`src/rtl/serial_subtractor_pkg.sv`:
```
// Shared types and constants for the bit-serial subtractor.
// State encoding is fixed so that the values seen in waveforms stay stable.
package serial_subtractor_pkg;

    localparam int DEF_WIDTH = 8;

    typedef enum logic [1:0] {
        S_IDLE = 2'd0,
        S_RUN  = 2'd1,
        S_DONE = 2'd2
    } state_t;

endpackage

```
`src/rtl/serial_subtractor_if.sv`:
```
// Request/result bundle for serial_subtractor.
// The requester drives the master modport and the subtractor uses the slave modport.
interface serial_subtractor_if
    import serial_subtractor_pkg::*;
#(
    parameter int WIDTH = DEF_WIDTH
);
    logic             start;
    logic [WIDTH-1:0] a;
    logic [WIDTH-1:0] b;
    logic             bin;
    logic             busy;
    logic             done;
    logic [WIDTH-1:0] diff;
    logic             bout;

    modport master (
        output start, a, b, bin,
        input  busy, done, diff, bout
    );

    modport slave (
        input  start, a, b, bin,
        output busy, done, diff, bout
    );
endinterface

```
`src/rtl/serial_subtractor_full_subtractor.sv`:
```
// One-bit full subtractor cell: diff = num1 - num2 - bin, with borrow out.
// This cell is purely combinational.
module full_subtractor (
    input  logic num1,
    input  logic num2,
    input  logic bin,
    output logic diff,
    output logic bout
);
    assign diff = num1 ^ num2 ^ bin;
    assign bout = (~num1 & num2) | (~(num1 ^ num2) & bin);
endmodule

```
`src/rtl/serial_subtractor.sv`:
```
// Bit-serial WIDTH-bit subtractor: a single full_subtractor cell is fed LSB-first.
// It takes one bit per clock and presents the result after WIDTH RUN cycles.
module serial_subtractor
    import serial_subtractor_pkg::*;
#(
    parameter int WIDTH = DEF_WIDTH
) (
    input  logic                 clk,
    input  logic                 reset,
    serial_subtractor_if.slave   bus
);
    localparam int CNT_W = (WIDTH > 1) ? $clog2(WIDTH) : 1;
    localparam logic [CNT_W-1:0] CNT_LAST = CNT_W'(WIDTH - 1);
    localparam int RES_W = (WIDTH > 1) ? WIDTH - 1 : 1;

    state_t             state_q, state_d;
    logic [WIDTH-1:0]   sa_q, sa_d;
    logic [WIDTH-1:0]   sb_q, sb_d;
    logic [RES_W-1:0]   res_q, res_d;
    logic [WIDTH-1:0]   diff_q, diff_d;
    logic               borrow_q, borrow_d;
    logic               bout_q, bout_d;
    logic [CNT_W-1:0]   cnt_q, cnt_d;

    logic               cell_diff;
    logic               cell_bout;
    logic [RES_W-1:0]   res_shift;
    logic [WIDTH-1:0]   res_full;
    logic               accept;

    full_subtractor u_cell (
        .num1 (sa_q[0]),
        .num2 (sb_q[0]),
        .bin  (borrow_q),
        .diff (cell_diff),
        .bout (cell_bout)
    );

    // The final MSB goes straight into diff, so only WIDTH-1 partial bits are stored.
    generate
        if (WIDTH == 1) begin : g_res_w1
            assign res_full  = cell_diff;
            assign res_shift = 1'b0;
        end else begin : g_res_wn
            assign res_full = {cell_diff, res_q};
            for (genvar gi = 0; gi < WIDTH - 1; gi++) begin : g_res_bit
                if (gi == WIDTH - 2) begin : g_top
                    assign res_shift[gi] = cell_diff;
                end else begin : g_mid
                    assign res_shift[gi] = res_q[gi+1];
                end
            end
        end
    endgenerate

    assign accept = bus.start && ((state_q == S_IDLE) || (state_q == S_DONE));

    always_comb begin
        state_d  = state_q;
        sa_d     = sa_q;
        sb_d     = sb_q;
        res_d    = res_q;
        diff_d   = diff_q;
        borrow_d = borrow_q;
        bout_d   = bout_q;
        cnt_d    = cnt_q;

        case (state_q)
            S_IDLE: if (bus.start) state_d = S_RUN;
            S_RUN: begin
                sa_d     = sa_q >> 1;
                sb_d     = sb_q >> 1;
                res_d    = res_shift;
                borrow_d = cell_bout;
                cnt_d    = cnt_q + CNT_W'(1);
                if (cnt_q == CNT_LAST) begin
                    state_d = S_DONE;
                    diff_d  = res_full;
                    bout_d  = cell_bout;
                end
            end
            S_DONE:  state_d = bus.start ? S_RUN : S_IDLE;
            default: state_d = S_IDLE;
        endcase

        if (accept) begin
            sa_d     = bus.a;
            sb_d     = bus.b;
            borrow_d = bus.bin;
            cnt_d    = '0;
        end
    end

    always_ff @(posedge clk) begin
        if (reset) begin
            state_q  <= S_IDLE;
            sa_q     <= '0;
            sb_q     <= '0;
            res_q    <= '0;
            diff_q   <= '0;
            borrow_q <= 1'b0;
            bout_q   <= 1'b0;
            cnt_q    <= '0;
        end else begin
            state_q  <= state_d;
            sa_q     <= sa_d;
            sb_q     <= sb_d;
            res_q    <= res_d;
            diff_q   <= diff_d;
            borrow_q <= borrow_d;
            bout_q   <= bout_d;
            cnt_q    <= cnt_d;
        end
    end

    assign bus.busy = (state_q == S_RUN);
    assign bus.done = (state_q == S_DONE);
    assign bus.diff = diff_q;
    assign bus.bout = bout_q;
endmodule
```
`src/flat_wrapper.sv`:
```
// flat-port wrapper written by rule: the top's interface ports become plain ports
module serial_subtractor_flat import serial_subtractor_pkg::*;
#(
    parameter int WIDTH = DEF_WIDTH
)
  (clk, reset, bus_start, bus_a, bus_b, bus_bin, bus_busy, bus_done, bus_diff, bus_bout);
  serial_subtractor_if #(.WIDTH(WIDTH)) bus_i ();
  input  logic clk;
  input  logic reset;
  input wire logic [$bits(bus_i.start)-1:0] bus_start;
  input wire logic [$bits(bus_i.a)-1:0] bus_a;
  input wire logic [$bits(bus_i.b)-1:0] bus_b;
  input wire logic [$bits(bus_i.bin)-1:0] bus_bin;
  output wire logic [$bits(bus_i.busy)-1:0] bus_busy;
  output wire logic [$bits(bus_i.done)-1:0] bus_done;
  output wire logic [$bits(bus_i.diff)-1:0] bus_diff;
  output wire logic [$bits(bus_i.bout)-1:0] bus_bout;
  assign bus_i.start = bus_start;
  assign bus_i.a = bus_a;
  assign bus_i.b = bus_b;
  assign bus_i.bin = bus_bin;
  assign bus_busy = bus_i.busy;
  assign bus_done = bus_i.done;
  assign bus_diff = bus_i.diff;
  assign bus_bout = bus_i.bout;
  serial_subtractor #(.WIDTH(WIDTH)) u_core (.clk(clk), .reset(reset), .bus(bus_i));
endmodule
```
`config.mk`:
```
export PLATFORM = sky130hd
export DESIGN_NAME = serial_subtractor_flat
export DESIGN_NICKNAME = d
export VERILOG_FILES = /design/src/rtl/serial_subtractor_pkg.sv /design/src/rtl/serial_subtractor_if.sv /design/src/rtl/serial_subtractor_full_subtractor.sv /design/src/rtl/serial_subtractor.sv /design/src/flat_wrapper.sv
export SDC_FILE = /design/constraint.sdc
export NUM_CORES = 1
export LEC_CHECK = 0
export CAP_MARGIN = 30
export CORE_MARGIN = 8
export CORE_UTILIZATION = 45
export CTS_CLUSTER_DIAMETER = 40
export DETAILED_ROUTE_END_ITERATION = 8
export GPL_ROUTABILITY_DRIVEN = 0
export GPL_TIMING_DRIVEN = 0
export PLACE_DENSITY = 0.8
export SLEW_MARGIN = 25
export SYNTH_ARGS = -nofsm -noshare
export SYNTH_HDL_FRONTEND = slang
export SYNTH_SLANG_ARGS = --single-unit
```
`constraint.sdc`:
```
create_clock -name clk -period 2.7 [get_ports clk]
set_clock_uncertainty 0.1 [all_clocks]
set_input_delay 0.54 -clock clk [delete_from_list [all_inputs] [get_ports clk]]
set_output_delay 0.54 -clock clk [all_outputs]
set_load 0.1 [all_outputs]
```
# == Yosys cells after proc, flatten, opt, wreduce, memory -nomap -nowiden ==
# Cells that the tools add are included.
# classes
n_addsub,1
eq_ne,5
muxes,10
n_bitwise,7
n_reduce_logical,7
# ops
operator,n
two-way mux 8 bit,4
case mux 2 bit (3 select lines),1
two-way mux 2 bit,2
AND reduction 2 bit,2
"adder 3 x 1 -> 3 bit, second input constant",1
"equality test 3 bit, second input constant",1
two-way mux 1 bit,3
bitwise AND 1 bit,2
"equality test 2 x 1 -> 1 bit, second input constant",1
"equality test 2 bit, second input constant",1
zero test 2 bit,1
"!= test 2 x 1 -> 1 bit, second input constant",1
"!= test 2 bit, second input constant",1
NOT 1 bit,2
nonzero test 2 bit,1
OR reduction 2 bit,1
XOR 1 bit,2
logical AND 1 bit,1
logical OR 1 bit,1
bitwise OR 1 bit,1
# totals
ff_bits,38
inputBits,20
out_inout_bits,11
word_cells,38

# == Depth between registers and ports, before layout ==
# Gate-level depths: netlist of run 1.
# logic_depth
ltp_word,6
mapped_depth,6
ltp_nobuf,5

# == Modules after synthesis ==
# From an unflattened synthesis of run 1, not the netlist that was laid out.
# hier_totals
hier_cells,180
hier_area_um2,1554.0
# by_module_without_submodules
mod,n_inst,cells_each,area_each_um2,seq_area_each_um2
serial_subtractor,1,176,1522.7,760.7
full_subtractor,1,4,31.3,0.0

# == Worst setup path before layout of run 1 ==
# No wires, ideal clock.
# synth_path
path_type,register -> output
startpoint,register u_core.state_q[1]
endpoint,output port bus_done
arrival_time_ns,1.676
path_slack_ns,0.384
path_stages_with_launch,2
path_buffers,0
cell_sequence,dfxtp_1 -> nor2b_1
# synth_via
elab_chain_cells,1
# synth_rtl
element,line,text
start: declaration,serial_subtractor.sv:16,"state_t state_q, state_d;"
start signal: assignment,serial_subtractor.sv:105,state_q <= state_d;
equality test 2 bit,serial_subtractor.sv:117,assign bus.done = (state_q == S_DONE);
end: declaration,flat_wrapper.sv:15,output wire logic [$bits(bus_i.done)-1:0] bus_done;
# Every way passes these cells.

# == Worst setup path after layout of run 1 ==
# layout_path
startpoint,register u_core.state_q[0]
endpoint,output port bus_done
# Same word-level chain as after synthesis.

==> results_dict.tcl, run 1 <==
set metrics [dict create \
    n_antenna_cell 0 \
    syn_nets 199 \
    cts_tree "done" \
    dieArea_um2 5560 \
    cp.required_ns 2.06 \
    io_pins 31 \
    drive_gt1_frac 0.103 \
    post-route-util 0.590 \
    worstPathCellList "nor2b_1, clkdlybuf4s50_1" \
    h-tree-depth 2 \
    syn_area_um2 1540 \
    crit_path_start "u_core.state_q[0]" \
    synth_simple_gate_area_share 0.226 \
    crit_end "bus_done" \
    crit_cells 2 \
    synth_flop_cell "dfxtp_1" \
    start_kind "flip-flop" \
    cts_setup_buffers 0 \
    regArea_um2 761 \
    crit_type "flip-flop to output pin" \
    start_util 0.466 \
    ctsHoldBuffers 0 \
    wl_per_cell_um 14.1 \
    drt_wl_total_um 3650 \
    grt_setup_unrepaired "no" \
    rr_worst_depth 5 \
    critPathBufInv 1 \
    grt_pass1_wl_um 6110 \
    synth-seq-cells 38 \
    multi_input_area_um2 659 \
    fp.dieW_um 74.6 \
    cts_made_buffers 5 \
    yosysSeqAreaShare 0.493 \
    rrSetupSlack_ns 1.19 \
    hold_path_class "flip-flop to flip-flop" \
    grt_max_degree 12 \
    synthAdderAreaFrac 0.0292 \
    final.setup.tns_ns 0 \
    clk_latency_ns 0.34 \
    power_density_nw_per_um2 556 \
    cpPeakStageDelay_ns 1.14 \
    synthMuxAreaShare 0.0195 \
    placed_area_um2 1890 \
    synth_edf_count 0 \
    grt_pass1_vias 1337 \
    final_cell_mix "dfxtp_1 (38), nand2_1 (34), clkdlybuf4s50_1 (28), a21oi_1 (20), nor3_1 (16)" \
    setup_viol 0 \
    synth_top_family_by_area "simple AND/OR/NAND/NOR gates" \
    drc 0 \
    cp_slowest_cell "clkdlybuf4s50_1" \
    async_flop_share 0 \
    syn_avg_cell_area_um2 8.77 \
    leakage_nw 0.688 \
    fin_nets 235 \
    critPathArrivalTime_ns 1.98 \
    viasPerCell 5.20 \
    synthCells 176 \
    numPortBuffers 29 \
    drt-initial-drc-count 75 \
    slew_viol_final 0 \
    yosys.area_share.xor_xnor 0.00568 \
    synth_compound_area_frac 0.147 \
    syn_to_final_growth_pct 26.5 \
    r2r_start "u_core.cnt_q[0]" \
    yosysUniqueCellTypes 26 \
    clkSlewWorstSetupHoldPaths_ns 0.11 \
    design_area_um2 1950 \
    cts-root-buf "clkbuf_4" \
    antenna_found_initial 0 \
    hold_viol_final 0 \
    finalPower_mw 1.09 \
    grt_overflow 0 \
    cts_sinks 38 \
    cts.path.max_buffers 2 \
    dieHeight_um 74.6 \
    status "completed" \
    slew_headroom 0.344 \
    fp-row-count 21 \
    r2r_end "u_core.bus.diff[5]" \
    cp-end-kind "output pin" \
    final_common_cell "dfxtp_1" \
    postRouteAntennaNets 0 \
    fin_crit_sh 0.971 \
    worst_pin_slew_ns 0.980 \
    coreArea_um2 3310 \
    synth_warnings 0 \
    max_freq_ghz 0.381 \
    period_needed_ns 2.62 \
    n_fill_cell 326 \
    path_max_fanout 6 \
    vias 1347 \
    critPathTopFamily "buffers and inverters" \
    ir_drop_v 0.000428 \
    dp_hpwl_um 2580 \
    track_usage 0.144 \
    drt-pass1-iter-count 4 \
    drv_cap 0 \
]
-- synthesized netlist by cell type (2+ instances only) --
cell	number	share of area
ha_1	2	0.016
nor2b_1	2	0.0081
buf_2	4	0.013
nor2_1	7	0.017
a311oi_1	6	0.034
nor3_2	2	0.013
nand2b_1	2	0.0081
nor3_1	16	0.052
dfxtp_1	38	0.49
inv_1	2	0.0049
nand3_1	11	0.036
nand3b_1	2	0.0097
o22ai_1	7	0.028
buf_6	5	0.036
a21oi_1	20	0.065
a22oi_1	2	0.0097
clkbuf_1	4	0.0097
mux2i_1	3	0.019
nand2_1	34	0.083
-- cell families (layout without fill, tap and decap cells) --
| group | count (synthesis) | in the layout |
|---|---|---|
| multiplexers | 3 | 3 |
| buffers and inverters | 18 | 55 |
| adder cells (fa/ha/maj) | 3 | 3 |
| AND/OR/NAND/NOR | 76 | 76 |
| flip-flops | 38 | 38 |
| AO/OA/AOI/OAI | 37 | 37 |
| XOR/XNOR | 1 | 1 |
-- layer usage --
layer | up-vias | routed length [um] | global-route usage | share of wire
met5 | - | 0 | 0 | 0
met1 | 623 | 1690 | 0.174 | 0.46
met2 | 35 | 1690 | 0.223 | 0.46
met4 | 0 | 72 | 0.0717 | 0.020
met3 | 7 | 203 | 0.0485 | 0.056
li1 | 682 | - | - | -
-- tightest hold or removal path: cells and delay by family (launching register included) --
| kind | cells | cell delay (ns) |
|---|---|---|
| DFF | 1 | 0.33 |
| and+or+nand+nor | 1 | 0.05 |
| AOI/OAI and AO/OA | 1 | 0.05 |
-- state kept, by name, summed over array words and instances, names as in the netlist --
register	count
u_core.state_q	2
u_core.bus.diff	8
u_core.borrow_q	1
u_core.sa_q	8
u_core.bus.bout	1
u_core.sb_q	8
u_core.cnt_q	3
u_core.res_q	7
-- power breakdown --
part / internal [mW] / switching (mW)
Clock: 0.126 / 0.182
Combinational: 0.0786 / 0.0939
Sequential: 0.588 / 0.0171
Total: 0.793 / 0.293
-- repair_timing --
action,in CTS,in global routing
setup endpoints to repair,1,0
endpoints found under the hold margin,0,0
gates resized for setup,3,0
-- layout make-up --
class,instances,area share
Clock inverter,1,0.00256
Timing Repair Buffer,29,0.149
Tap cell,46,0.0295
Clock buffer,7,0.0282
Inverter,3,0.00962
Buffer,15,0.0532
Sequential cell,38,0.390
Multi-Input combinational cell,120,0.338
-- metrics by stage --
step / hold WS (ns) / instances / setup slack [ns]
after floorplan: 0.337 / 176 / 0.384
after global placement: 0.343 / 251 / 0.0350
after detailed placement: 0.347 / 251 / 0.0164
after CTS: 0.363 / 259 / 0.0476
after global routing: 0.387 / 259 / 0.0168
final: 0.362 / 259 / 0.0787
-- how the worst min path moves through the flow --
stage          slack [ns]               start  depth (start not counted)                  to
4_1_cts              0.36  u_core.bus.diff[6]                          2  u_core.bus.diff[6]
2_1_floorplan        0.34     u_core.res_q[0]                          2     u_core.res_q[0]
3_3_place_gp         0.34     u_core.res_q[0]                          2     u_core.res_q[0]
3_5_place_dp         0.35  u_core.bus.diff[6]                          2  u_core.bus.diff[6]
5_1_grt              0.39  u_core.bus.diff[4]                          2  u_core.bus.diff[4]
6_report             0.36  u_core.bus.diff[4]                          2  u_core.bus.diff[4]
Power figures use the tool's default switching activity.
==> run 2: changes to the inputs <==
--- a/config.mk
+++ b/config.mk
@@ -5,6 +5,7 @@
 export SDC_FILE = /design/constraint.sdc
 export NUM_CORES = 1
 export LEC_CHECK = 0
+export ABC_CLOCK_PERIOD_IN_PS = 2700
 export CAP_MARGIN = 30
 export CORE_MARGIN = 8
 export CORE_UTILIZATION = 45
@@ -13,6 +14,7 @@
 export GPL_ROUTABILITY_DRIVEN = 0
 export GPL_TIMING_DRIVEN = 0
 export PLACE_DENSITY = 0.8
+export REMOVE_ABC_BUFFERS = 1
 export SLEW_MARGIN = 25
 export SYNTH_ARGS = -nofsm -noshare
 export SYNTH_HDL_FRONTEND = slang
==> results_dict.tcl, run 2 (synthesis results as in run 1) <==
set metrics [dict create \
    hold_slack_ns 0.360 \
    grt_setup_unrepaired "no" \
    cts-root-buf "clkbuf_4" \
    grt_pass1_wl_um 5490 \
    slew_headroom 0.345 \
    drv_cap 0 \
    critPathBufInv 1 \
    syn_to_final_growth_pct 21.5 \
    cp_slowest_cell "clkdlybuf4s50_1" \
    path_max_fanout 6 \
    critPathArrivalTime_ns 2.00 \
    placed_cells 238 \
    h-tree-depth 2 \
    hold_viol_final 0 \
    fp.dieW_um 74.6 \
    hold_path_class "flip-flop to flip-flop" \
    cp.required_ns 2.06 \
    max_freq_ghz 0.379 \
    cts.path.max_buffers 2 \
    grt_max_degree 39 \
    slew_viol_final 0 \
    fin_cells 246 \
    clkSlewWorstSetupHoldPaths_ns 0.11 \
    numPortBuffers 30 \
    worstPathCellList "nor2b_1, clkdlybuf4s50_1" \
    final_cell_mix "dfxtp_1 (38), nand2_1 (34), clkdlybuf4s50_1 (28), a21oi_1 (20), nor3_1 (16)" \
    drc 0 \
    drt-initial-drc-count 115 \
    period_needed_ns 2.64 \
    ctsHoldBuffers 0 \
    fp-row-count 21 \
    drive_gt1_frac 0.0650 \
    postRouteAntennaNets 0 \
    io_pins 31 \
    grt_pass1_vias 1302 \
    drt-pass1-iter-count 4 \
    final_common_cell "dfxtp_1" \
    antenna_found_initial 0 \
    start_util 0.466 \
    finalPower_mw 1.12 \
    cpPeakStageDelay_ns 1.15 \
    dieArea_um2 5560 \
    worst_pin_slew_ns 0.979 \
    cts_sinks 38 \
    wl_per_cell_um 12.7 \
    final.setup.tns_ns 0 \
    cp-end-kind "output pin" \
    dieHeight_um 74.6 \
    dp_hpwl_um 2010 \
    clk_latency_ns 0.34 \
    critPathTopFamily "buffers and inverters" \
    vias 1273 \
    fin_nets 222 \
    setup_viol 0 \
    cts_tree "done" \
    start_kind "flip-flop" \
    crit_type "flip-flop to output pin" \
    drt_wl_total_um 3120 \
    fin_crit_sh 0.977 \
    grt_overflow 0 \
    coreArea_um2 3310 \
    ir_drop_v 0.000365 \
    leakage_nw 0.643 \
    track_usage 0.127 \
    post-route-util 0.566 \
    cts_made_buffers 5 \
    power_density_nw_per_um2 600 \
    n_antenna_cell 0 \
    viasPerCell 5.17 \
    status "completed" \
]
run 2: path summary, 6_finish.rpt:
check | slack, ns | endpoint | from | cells past startpoint
setup / recovery | 0.06 | bus_done | u_core.state_q[0] | 2
hold / removal | 0.36 | u_core.bus.diff[1] | u_core.bus.diff[1] | 2
setup reg to reg | 0.94 | u_core.bus.diff[7] | u_core.cnt_q[0] | 5
hold reg to reg | 0.36 | u_core.bus.diff[1] | u_core.bus.diff[1] | 2
run 2: worst register-to-register path, cell delays in order, from the launching register on:
cell	delay [ns]
dfxtp_1	0.36
ha_1	0.16
ha_1	0.41
nand3b_1	0.37
nand2_1	0.16
a21oi_1	0.07
run 2: cell type report:
class	instances	area, um2
Tap cell	46	57.6
Clock inverter	1	30.0
Clock buffer	7	45.0
Fill cell	325	1440
Multi-Input combinational cell	120	662
Timing Repair Buffer	31	300
Sequential cell	38	761
Inverter	3	18.8
run 2: routing by layer:
layer,part of all wire,track usage
met5,0,0
met4,0.0087,0.0370
met3,0.071,0.0539
met2,0.47,0.223
met1,0.45,0.133
run 2: power breakdown:
part	total (mW)	internal, mW	switching, mW
combinational	0.147	0.0627	0.0844
sequential	0.604	0.588	0.0162
clock	0.373	0.196	0.176
total	1.12	0.847	0.277
run 2: per-stage QoR:
step	worst slack, ns	cell area, um2
after detailed placement	-0.595	1800
after global placement	-0.543	1800
after CTS	0.0470	1870
after global routing	0.00191	1870
after floorplan	0.384	1440
final	0.0630	1870
run 2: timing repair:
item | in CTS | in global routing
resized for setup | 6 | 1
setup buffers | 0 | 0
setup endpoints to repair | 1 | 1
